==> config.mk <==
export PLATFORM = sky130hd
export DESIGN_NAME = mem_arbiter
export DESIGN_NICKNAME = d
export VERILOG_FILES = /design/src/rtl/mem_arbiter_pkg.sv /design/src/rtl/mem_arbiter_arb_select.sv /design/src/rtl/mem_arbiter.sv
export SDC_FILE = /design/constraint.sdc
export NUM_CORES = 1
export LEC_CHECK = 0
export BUFFER_PORTS_ARGS = -buffer_cell sky130_fd_sc_hd__buf_2
export CORE_MARGIN = 10
export CORE_UTILIZATION = 42
export DETAILED_ROUTE_END_ITERATION = 8
export GPL_ROUTABILITY_DRIVEN = 0
export PLACE_DENSITY = 0.87
export SYNTH_ARGS = -nofsm -noshare
export SYNTH_HDL_FRONTEND = slang
export SYNTH_HIERARCHICAL = 1
export SYNTH_SLANG_ARGS = --single-unit
==> constraint.sdc <==
create_clock -name clk -period 4.43 [get_ports clk]
set_input_delay 0.2215 -clock clk [delete_from_list [all_inputs] [get_ports clk]]
set_output_delay 0.2215 -clock clk [all_outputs]
set_load 0.01 [all_outputs]
==> src/rtl/mem_arbiter_pkg.sv <==
// mem_arbiter_pkg
//   Shared definitions for the memory arbiter slice: bus widths, memory
//   access-size and response codes, arbiter port IDs, FSM state encoding
//   and the registered memory-request record.
//   Optional feature macro used by the arbiter: MEM_ARB_RR_EN.
package mem_arbiter_pkg;

    localparam int unsigned ADDR_W      = 32;
    localparam int unsigned WORD_W      = 32;
    localparam int unsigned MEM_COUNT_W = 2;
    localparam int unsigned MEM_CODE_W  = 3;
    localparam int unsigned ARB_ST_W    = 2;

    // Access size presented to memory_interface.
    localparam logic [MEM_COUNT_W-1:0] MEM_COUNT_NONE = 2'd0;
    localparam logic [MEM_COUNT_W-1:0] MEM_COUNT_BYTE = 2'd1;
    localparam logic [MEM_COUNT_W-1:0] MEM_COUNT_HALF = 2'd2;
    localparam logic [MEM_COUNT_W-1:0] MEM_COUNT_WORD = 2'd3;

    // Response codes returned by memory_interface.
    localparam logic [MEM_CODE_W-1:0] MEM_CODE_NONE         = 3'd0;
    localparam logic [MEM_CODE_W-1:0] MEM_CODE_READ         = 3'd1;
    localparam logic [MEM_CODE_W-1:0] MEM_CODE_WRITE        = 3'd2;
    localparam logic [MEM_CODE_W-1:0] MEM_CODE_MISALIGNED   = 3'd3;
    localparam logic [MEM_CODE_W-1:0] MEM_CODE_OUT_OF_RANGE = 3'd4;

    typedef enum logic {
        ARB_PORT_IF = 1'b0,
        ARB_PORT_LS = 1'b1
    } arb_port_e;

    typedef enum logic [ARB_ST_W-1:0] {
        ARB_ST_IDLE = 2'd0,
        ARB_ST_MEM  = 2'd1,
        ARB_ST_RSP  = 2'd2
    } arb_state_e;

    typedef struct packed {
        logic [ADDR_W-1:0]      addr;
        logic [WORD_W-1:0]      wr_data;
        logic [MEM_COUNT_W-1:0] count;
        logic                   wr_en;
    } mem_req_t;

    // A fetch is always a full-word read with no store data.
    function automatic mem_req_t fetch_req(input logic [ADDR_W-1:0] addr);
        mem_req_t r;
        r.addr    = addr;
        r.wr_data = '0;
        r.count   = MEM_COUNT_WORD;
        r.wr_en   = 1'b0;
        return r;
    endfunction

endpackage

==> src/rtl/mem_arbiter_arb_select.sv <==
// arb_select
//   Combinational grant picker for the two arbiter ports.
//   Ports:
//     i_en        grants may be issued this cycle
//     i_if_valid  fetch port requesting
//     i_ls_valid  load/store port requesting
//     i_ptr       port that wins when both request (ARB_PORT_IF/ARB_PORT_LS)
//     o_if_grant  one-hot grant, fetch port
//     o_ls_grant  one-hot grant, load/store port
module arb_select
    import mem_arbiter_pkg::*;
(
    input  logic i_en,
    input  logic i_if_valid,
    input  logic i_ls_valid,
    input  logic i_ptr,
    output logic o_if_grant,
    output logic o_ls_grant
);

    always_comb begin
        o_if_grant = 1'b0;
        o_ls_grant = 1'b0;
        if (i_en) begin
            if (i_if_valid && i_ls_valid) begin
                if (i_ptr == ARB_PORT_LS) begin
                    o_ls_grant = 1'b1;
                end else begin
                    o_if_grant = 1'b1;
                end
            end else begin
                o_if_grant = i_if_valid;
                o_ls_grant = i_ls_valid;
            end
        end
    end

endmodule

==> src/rtl/mem_arbiter.sv <==
// mem_arbiter
//   Shares one single-ported memory_interface between the instruction-fetch
//   port (IF, word reads only) and the load/store port (LS, byte/half/word,
//   read or write). One transaction outstanding; accept-to-response is two
//   cycles; the response is a one-cycle strobe on the owning port.
//   Optional feature: define MEM_ARB_RR_EN for round-robin arbitration of
//   contested cycles; otherwise LS has fixed priority over IF.
//   Ports:
//     clk, aresetn                 clock, asynchronous active-low reset
//     i_if_req_* / o_if_req_ready  fetch request handshake
//     o_if_rsp_*                   fetch response (valid strobe, data, code)
//     i_ls_req_* / o_ls_req_ready  load/store request handshake
//     o_ls_rsp_*                   load/store response
//     o_mem_*                      registered request to memory_interface
//     i_mem_rd_data, i_mem_code    memory_interface response
module mem_arbiter
    import mem_arbiter_pkg::*;
#(
    parameter int unsigned WORD_COUNT = 128
) (
    input  logic                   clk,
    input  logic                   aresetn,

    input  logic                   i_if_req_valid,
    input  logic [ADDR_W-1:0]      i_if_req_addr,
    output logic                   o_if_req_ready,
    output logic                   o_if_rsp_valid,
    output logic [WORD_W-1:0]      o_if_rsp_data,
    output logic [MEM_CODE_W-1:0]  o_if_rsp_code,

    input  logic                   i_ls_req_valid,
    input  logic [ADDR_W-1:0]      i_ls_req_addr,
    input  logic [WORD_W-1:0]      i_ls_req_wr_data,
    input  logic [MEM_COUNT_W-1:0] i_ls_req_count,
    input  logic                   i_ls_req_wr_en,
    output logic                   o_ls_req_ready,
    output logic                   o_ls_rsp_valid,
    output logic [WORD_W-1:0]      o_ls_rsp_data,
    output logic [MEM_CODE_W-1:0]  o_ls_rsp_code,

    output logic [ADDR_W-1:0]      o_mem_addr,
    output logic [WORD_W-1:0]      o_mem_wr_data,
    output logic [MEM_COUNT_W-1:0] o_mem_count,
    output logic                   o_mem_wr_en,
    input  logic [WORD_W-1:0]      i_mem_rd_data,
    input  logic [MEM_CODE_W-1:0]  i_mem_code
);

    // Depth is only meaningful to the memory instance; reject a nonsense value.
    if (WORD_COUNT == 0) begin : g_word_count_check
        $error("mem_arbiter: WORD_COUNT must be non-zero");
    end

    arb_state_e state_q, state_d;
    arb_port_e  owner_q, owner_d;
    mem_req_t   mem_req_q, mem_req_d;

    logic can_accept;
    logic if_gnt;
    logic ls_gnt;
    logic prio_ptr;

`ifdef MEM_ARB_RR_EN
    arb_port_e ptr_q, ptr_d;
    assign prio_ptr = ptr_q;
`else
    assign prio_ptr = ARB_PORT_LS;
`endif

    // A new request may be taken while idle or in the response cycle.
    assign can_accept = (state_q == ARB_ST_IDLE) || (state_q == ARB_ST_RSP);

    arb_select u_arb_select (
        .i_en       (can_accept),
        .i_if_valid (i_if_req_valid),
        .i_ls_valid (i_ls_req_valid),
        .i_ptr      (prio_ptr),
        .o_if_grant (if_gnt),
        .o_ls_grant (ls_gnt)
    );

    always_comb begin
        state_d   = state_q;
        owner_d   = owner_q;
        mem_req_d = mem_req_q;
`ifdef MEM_ARB_RR_EN
        ptr_d     = ptr_q;
`endif
        case (state_q)
            ARB_ST_IDLE, ARB_ST_RSP: begin
                if (ls_gnt) begin
                    state_d   = ARB_ST_MEM;
                    owner_d   = ARB_PORT_LS;
                    mem_req_d = '{addr:    i_ls_req_addr,
                                  wr_data: i_ls_req_wr_data,
                                  count:   i_ls_req_count,
                                  wr_en:   i_ls_req_wr_en};
                end else if (if_gnt) begin
                    state_d   = ARB_ST_MEM;
                    owner_d   = ARB_PORT_IF;
                    mem_req_d = fetch_req(i_if_req_addr);
                end else begin
                    state_d         = ARB_ST_IDLE;
                    mem_req_d.count = MEM_COUNT_NONE;
                    mem_req_d.wr_en = 1'b0;
                end
            end
            ARB_ST_MEM: begin
                // Memory samples the request on this edge; withdraw it so the
                // access is not repeated during the response cycle.
                state_d         = ARB_ST_RSP;
                mem_req_d.count = MEM_COUNT_NONE;
                mem_req_d.wr_en = 1'b0;
            end
            default: begin
                state_d         = ARB_ST_IDLE;
                mem_req_d.count = MEM_COUNT_NONE;
                mem_req_d.wr_en = 1'b0;
            end
        endcase
`ifdef MEM_ARB_RR_EN
        // Only a contested grant moves the pointer, to the losing port.
        if ((if_gnt || ls_gnt) && i_if_req_valid && i_ls_req_valid) begin
            ptr_d = ls_gnt ? ARB_PORT_IF : ARB_PORT_LS;
        end
`endif
    end

    always_ff @(posedge clk or negedge aresetn) begin
        if (!aresetn) begin
            state_q   <= ARB_ST_IDLE;
            owner_q   <= ARB_PORT_LS;
            mem_req_q <= '{addr:    '0,
                           wr_data: '0,
                           count:   MEM_COUNT_NONE,
                           wr_en:   1'b0};
`ifdef MEM_ARB_RR_EN
            ptr_q     <= ARB_PORT_IF;
`endif
        end else begin
            state_q   <= state_d;
            owner_q   <= owner_d;
            mem_req_q <= mem_req_d;
`ifdef MEM_ARB_RR_EN
            ptr_q     <= ptr_d;
`endif
        end
    end

    logic rsp_if;
    logic rsp_ls;

    assign rsp_if = (state_q == ARB_ST_RSP) && (owner_q == ARB_PORT_IF);
    assign rsp_ls = (state_q == ARB_ST_RSP) && (owner_q == ARB_PORT_LS);

    assign o_if_req_ready = if_gnt;
    assign o_ls_req_ready = ls_gnt;

    assign o_if_rsp_valid = rsp_if;
    assign o_if_rsp_data  = rsp_if ? i_mem_rd_data : '0;
    assign o_if_rsp_code  = rsp_if ? i_mem_code    : '0;

    assign o_ls_rsp_valid = rsp_ls;
    assign o_ls_rsp_data  = rsp_ls ? i_mem_rd_data : '0;
    assign o_ls_rsp_code  = rsp_ls ? i_mem_code    : '0;

    assign o_mem_addr    = mem_req_q.addr;
    assign o_mem_wr_data = mem_req_q.wr_data;
    assign o_mem_count   = mem_req_q.count;
    assign o_mem_wr_en   = mem_req_q.wr_en;

endmodule

== Word-level counts from Yosys, hierarchy flattened ==
Cells that the tools add are included.
Word-level totals
  output and inout port bits: 141
  register bits after elaboration: 70
  word-level logic and storage cells: 34
Cells by class
  reduce and logical (&&, ||, !) cells: 8
  bitwise operators: 1
  multiplexer cells: 17
  equality and inequality tests: 2
Operator list (count)
  $mux 67: 1
  $mux 32: 2
  $mux 64: 1
  $mux 3: 4
  $mux 1: 8
  $pmux 2 s2: 1
  $logic_and 1x1->1: 3
  $eq 2x1->1 const B: 1
  $eq 2x2->1 const B: 1
  $logic_not 2->1: 1
  $reduce_and 2->1: 1
  $reduce_bool 2->1: 1
  $reduce_or 2->1: 1
  $logic_or 1x1->1: 1
  $not 1->1: 1

== Logic depth before layout (Yosys ltp) ==
  depth in word-level cells: 6
  mapped depth: 10
  depth with buffers taken out: 6

== By module ==
Netlist, hierarchy kept.
By module, submodules not included
  mem_arbiter: area each 3328.2 um^2, cells an instance 320, times used 1
  arb_select: area each 21.3 um^2, cells an instance 5, times used 1

== Least setup slack after synthesis ==
OpenSTA, ideal clock, no wires.
  kind: reg-to-reg
  start: reg state_q[0]
  end: reg mem_req_q (netlist bit o_mem_wr_data[10])
  path slack: 2.295 ns
  clock period less this slack: 2.135 ns
  cell stages (with the launch flop): 10
  setup time: 0.121 ns
  data required time: 4.309 ns
  data arrival time: 2.014 ns
  cells stage by stage: dfrtp_1 inv_2 clkbuf_1 nand2_1 a21oi_1 or2_2 clkbuf_1 nand2_2 buf_2 a22o_1
On the way
  word-level cells in the longest chain between the ends: 5
  elaborated cells on any way between the ends: 9
RTL lines
  start: declaration: line mem_arbiter.sv:54  | arb_state_e state_q, state_d;
  start signal: assignment: line mem_arbiter.sv:141  | state_q <= state_d;
  $eq 2x2->1 / $logic_not 2->1 (equally long branches): line mem_arbiter.sv:71  | assign can_accept = (state_q == ARB_ST_IDLE) || (state_q == ARB_ST_RSP);
  $logic_or 1x1->1 (*): line mem_arbiter.sv:71
  via can_accept: line mem_arbiter.sv:58  | logic can_accept;
  $mux 1 (*): line mem_arbiter_arb_select.sv:24  | if (i_en) begin
  via o_if_req_ready: line mem_arbiter.sv:26  | output logic o_if_req_ready,
  $reduce_bool 2->1 (no source line) (*)
  $reduce_and 2->1 (no source line) (*)
  end signal: assignment: line mem_arbiter.sv:133  | mem_req_q <= '{addr: '0,
  end signal: assignment: line mem_arbiter.sv:143  | mem_req_q <= mem_req_d;
  end: declaration: line mem_arbiter.sv:56  | mem_req_t mem_req_q, mem_req_d;
Mark *: on every way through the listed nets, which the timed path passes. The rest lies on a longest branch.
A chain may end at the register's enable or synchronous reset.

== Worst setup path after layout ==
  start: reg state_q[0]
  end: reg mem_req_q (netlist bit o_mem_wr_data[3])
On the way
  word-level cells in the longest chain between the ends: 5
  elaborated cells on any way between the ends: 9
RTL lines (line)
  $eq 2x2->1 / $logic_not 2->1 (equally long branches): mem_arbiter.sv:71, mem_arbiter.sv:89
  $logic_or 1x1->1: mem_arbiter.sv:71
  $mux 1: mem_arbiter_arb_select.sv:24
  $reduce_bool 2->1 (no source line)
  $reduce_and 2->1 (no source line)
Parallel ways exist; a longest one is shown, timed or not.

==> summary.md <==
| Metric | Value |
|---|---|
| Area delta synth->final | 47.40% |
| Mapped Cells | between 300 and 400 |
| Hold Fails Final Rpt | 0 |
| Pwr Total | 2809 µW |
| Post-synthesis simple-gate area fraction | 0.1931 |
| Worst rel slew slack | 0.1479 |
| Clock sinks | 70 |
| Detailed-route wire length | between 10,000 and 15,000 µm |
| Setup skew after layout | just under 0.01 ns |
| Pre-CTS setup slack | 1.267 ns |
| Fraction of synthesized area in multiplexers | 0 |
| Layout fillers | ~670 |
| Setup Total Neg Slack | 0 ns |
| Unrepaired setup endpoints after global routing | false |
| P_int | between 1500 and 2000 µW |
| Reg2Reg Setup Slack | 1.16 ns |
| Root Driver | clkbuf_8 |
| IO Count | 279 |
| Drt drc | 0 |
| EDFF count, synth | 0 |
| Max incr delay on CP | between 0.6 and 0.7 ns |
| Sequential share of the synthesized area | 0.5233 |
| Finished Core Util | 0.6389 |
| First-pass GRT wire length | a little over 20,000 µm |
| Share of layout cells above drive strength 1 | 0.5119 |
| Flop pwr share | 0.395 |
| Synth top area share | 0.5155 |
| Fin. max-slew vios | 0 |
| Largest family of logic cells by synthesized area | compound AO/OA/AOI/OAI gates |
| Core area | between 0.007 and 0.008 mm² |
| Die Width | around 110 µm |
| Outcome | complete, no violations |
| Final nets | between 700 and 800 |
| Vias in the first global route | 3,832 |
| Max Cap Violations | 0 |
| Die ar. | 0.01195 mm² |
| First DRT Iteration DRCs | ~220 |
| # H-tree levels | 3 |
| Initial antenna violation count | 0 |
| CP max stage cell | or2_2 |
| Avg Vias per Cell | 5.290 |
| Commonest cells in the netlist | 71 x and2_1, 69 x dfrtp_1, 33 x nor2_1 |
| Worst setup SP type | flip-flop |
| Setup-failing EPs final | 0 |
| Post-route ant nets | 0 |
| Tcrit/Tclk final | 0.7383 |
| Setup CP Type | flip-flop to flip-flop |
| Post-CTS Resized | 0 |
| ANT cells | 0 |
| Die H | ~110 µm |
| Initial Utilization | 0.4335 |
| Final worst slack | around 1.2 ns |
| Hold_buf cts | 0 |
| Min Tclk post-route | between 3 and 4 ns |
| Worst Path Max Fanout | 37 |
| Max Freq | 0.3058 GHz |
| All-Layer GR Usage | 0.2189 |
| Post-CTS setup buffers | 0 |
| Critical Path End Type | flip-flop |
| Top-count cell post-synth | and2_1 |
| Clk pwr share | 0.178 |
| Worst Tran Pin Value | roughly 1.3 ns |
| Synth Area in Adders | 0 |
| CTS Buffer Depth | 2 |
| Crit-path cells | inv_2 > nand2_1 > a21oi_2 > or2_2 > nand2_2 > a22o_1 |
| Synthesized cell area | around 0.0033 mm² |
| Leakage power | 0.002737 µW |
| Final global-route overflow total | 0 |
| XOR/XNOR Fraction of Synth Area | 0 |
| Main synth FF type | dfrtp_1 |
| HP Class | input port to async pin |
| DR WL/cell | just over 20 µm |
| Switching share of power | 0.3962 |
| Leading area contributor after synthesis | dfrtp_1 |
| Avg Inst Size Synth | 10.31 µm² |
| Synth warn | 6 |
| Cts bufs inserted | 9 |
| PD cells | about 570 mW/mm² |
| Peak VDD IR | 389.0 µV |
| Yosys cell types | 21 |
| Clock-pin slew on the worst setup and hold paths | 0.08 ns |
| Via count | between 3,000 and 4,000 |
| Switching power of the nets | 1113 µW |
| DRT Pass-1 Iters | 4 |
| CP required | 4.64 ns |
| PortBufs | ~280 |
| Largest net degree at the start of global routing | 71 |
| CTS tree | built |
| Comb pwr share | 0.427 |
| CP arrival | 3.48 ns |
| DP HPWL | about 11,000 µm |
| Synth area leaders | dfrtp_1 52%, and2_1 13%, a22o_1 8.4%, o32ai_1 8.4%, o22ai_1 6.0% |
| Ys async rst share | 1.000 |
| Synth Area in Compound Gates | 0.2331 |
| Yosys reg bits | 70 |
| Skew-Pair Late Insertion Delay | between 0.3 and 0.4 ns |
| Placement row count | 32 |
## cell usage in the layout, fill, tap and decap left out, types with 2 or more instances in the layout
cell	count
a21oi_1	3
inv_1	2
dfrtp_1	69
a22o_1	32
clkbuf_8	9
nand2b_1	3
and2_1	71
buf_4	3
conb_1	2
buf_2	278
clkbuf_1	2
clkinvlp_4	2
o22ai_1	32
nand2_1	6
o32ai_1	32
nor2_1	33
## registers in the layout (all words and copies together) (netlist names)
| signal | count |
|---|---|
| o_mem_addr | 32 |
| o_mem_count | 2 |
| o_mem_wr_data | 32 |
| o_mem_wr_en | 1 |
| owner_q | 1 |
| state_q | 2 |
## area by class of cell
class	count	area [µm²]	share of cell area
tap	102	127.6	0.02585
clock buffer	11	131.4	0.02661
timing repair buffer	281	1414	0.2864
clock inverter	5	58.81	0.01191
inverter	3	11.26	0.002281
multi-input combinational	220	1441	0.2919
sequential	70	1753	0.3550
## stage by stage
step	instance area, µm²	hold slack [ns]	instances
3_3_place_gp	4747	0.4169	676
5_1_grt	4937	0.09116	692
2_1_floorplan	3353	-0.07409	326
6_report	4937	0.07695	692
3_5_place_dp	4747	0.4255	676
4_1_cts	4937	0.09035	692
## worst max-delay path, delay by kind of cell (launching register included)
family | cells | cell delay, ns
simple gates | 3 | 1.33
compound gates | 2 | 0.83
buf+inv | 1 | 0.49
flops | 1 | 0.47
## power by group through the flow
stage	logic [µW]	clock network [µW]	registers, µW
after floorplan	550	0	1210
after global placement	1180	0	1100
after detailed placement	1220	0	1110
after CTS	1220	510	1100
after global routing	1310	540	1140
final	1200	500	1110
## metal layers
metal	vias up	part of all wire	global-route usage
met2	201	0.52	0.4036
met5	-	0	0
met3	19	0.12	0.08777
met1	1740	0.34	0.2231
met4	0	0.018	0.06413
li1	1701	-	-
## worst paths after layout
kind                                 startpoint                             to  depth (start not counted)
max reg2reg                state_q[0]$_DFF_PN0_   o_mem_wr_data[3]$_DFFE_PN0P_                          6
max in group asynchronous               aresetn   o_mem_wr_data[0]$_DFFE_PN0P_                          2
max                        state_q[0]$_DFF_PN0_   o_mem_wr_data[3]$_DFFE_PN0P_                          6
min                                     aresetn     o_mem_addr[23]$_DFFE_PN0P_                          2
min in group clk           i_ls_req_wr_data[18]  o_mem_wr_data[18]$_DFFE_PN0P_                          2
min reg2reg                state_q[1]$_DFF_PN0_           state_q[1]$_DFF_PN0_                          1
## kinds of logic (layout without fill, tap and decap cells)
group	after synthesis	count (layout)
simple gates	118	118
buf+inv	36	300
compound gates	100	100
flops	70	70
other cells	1	2
Power figures use the tool's default switching activity.
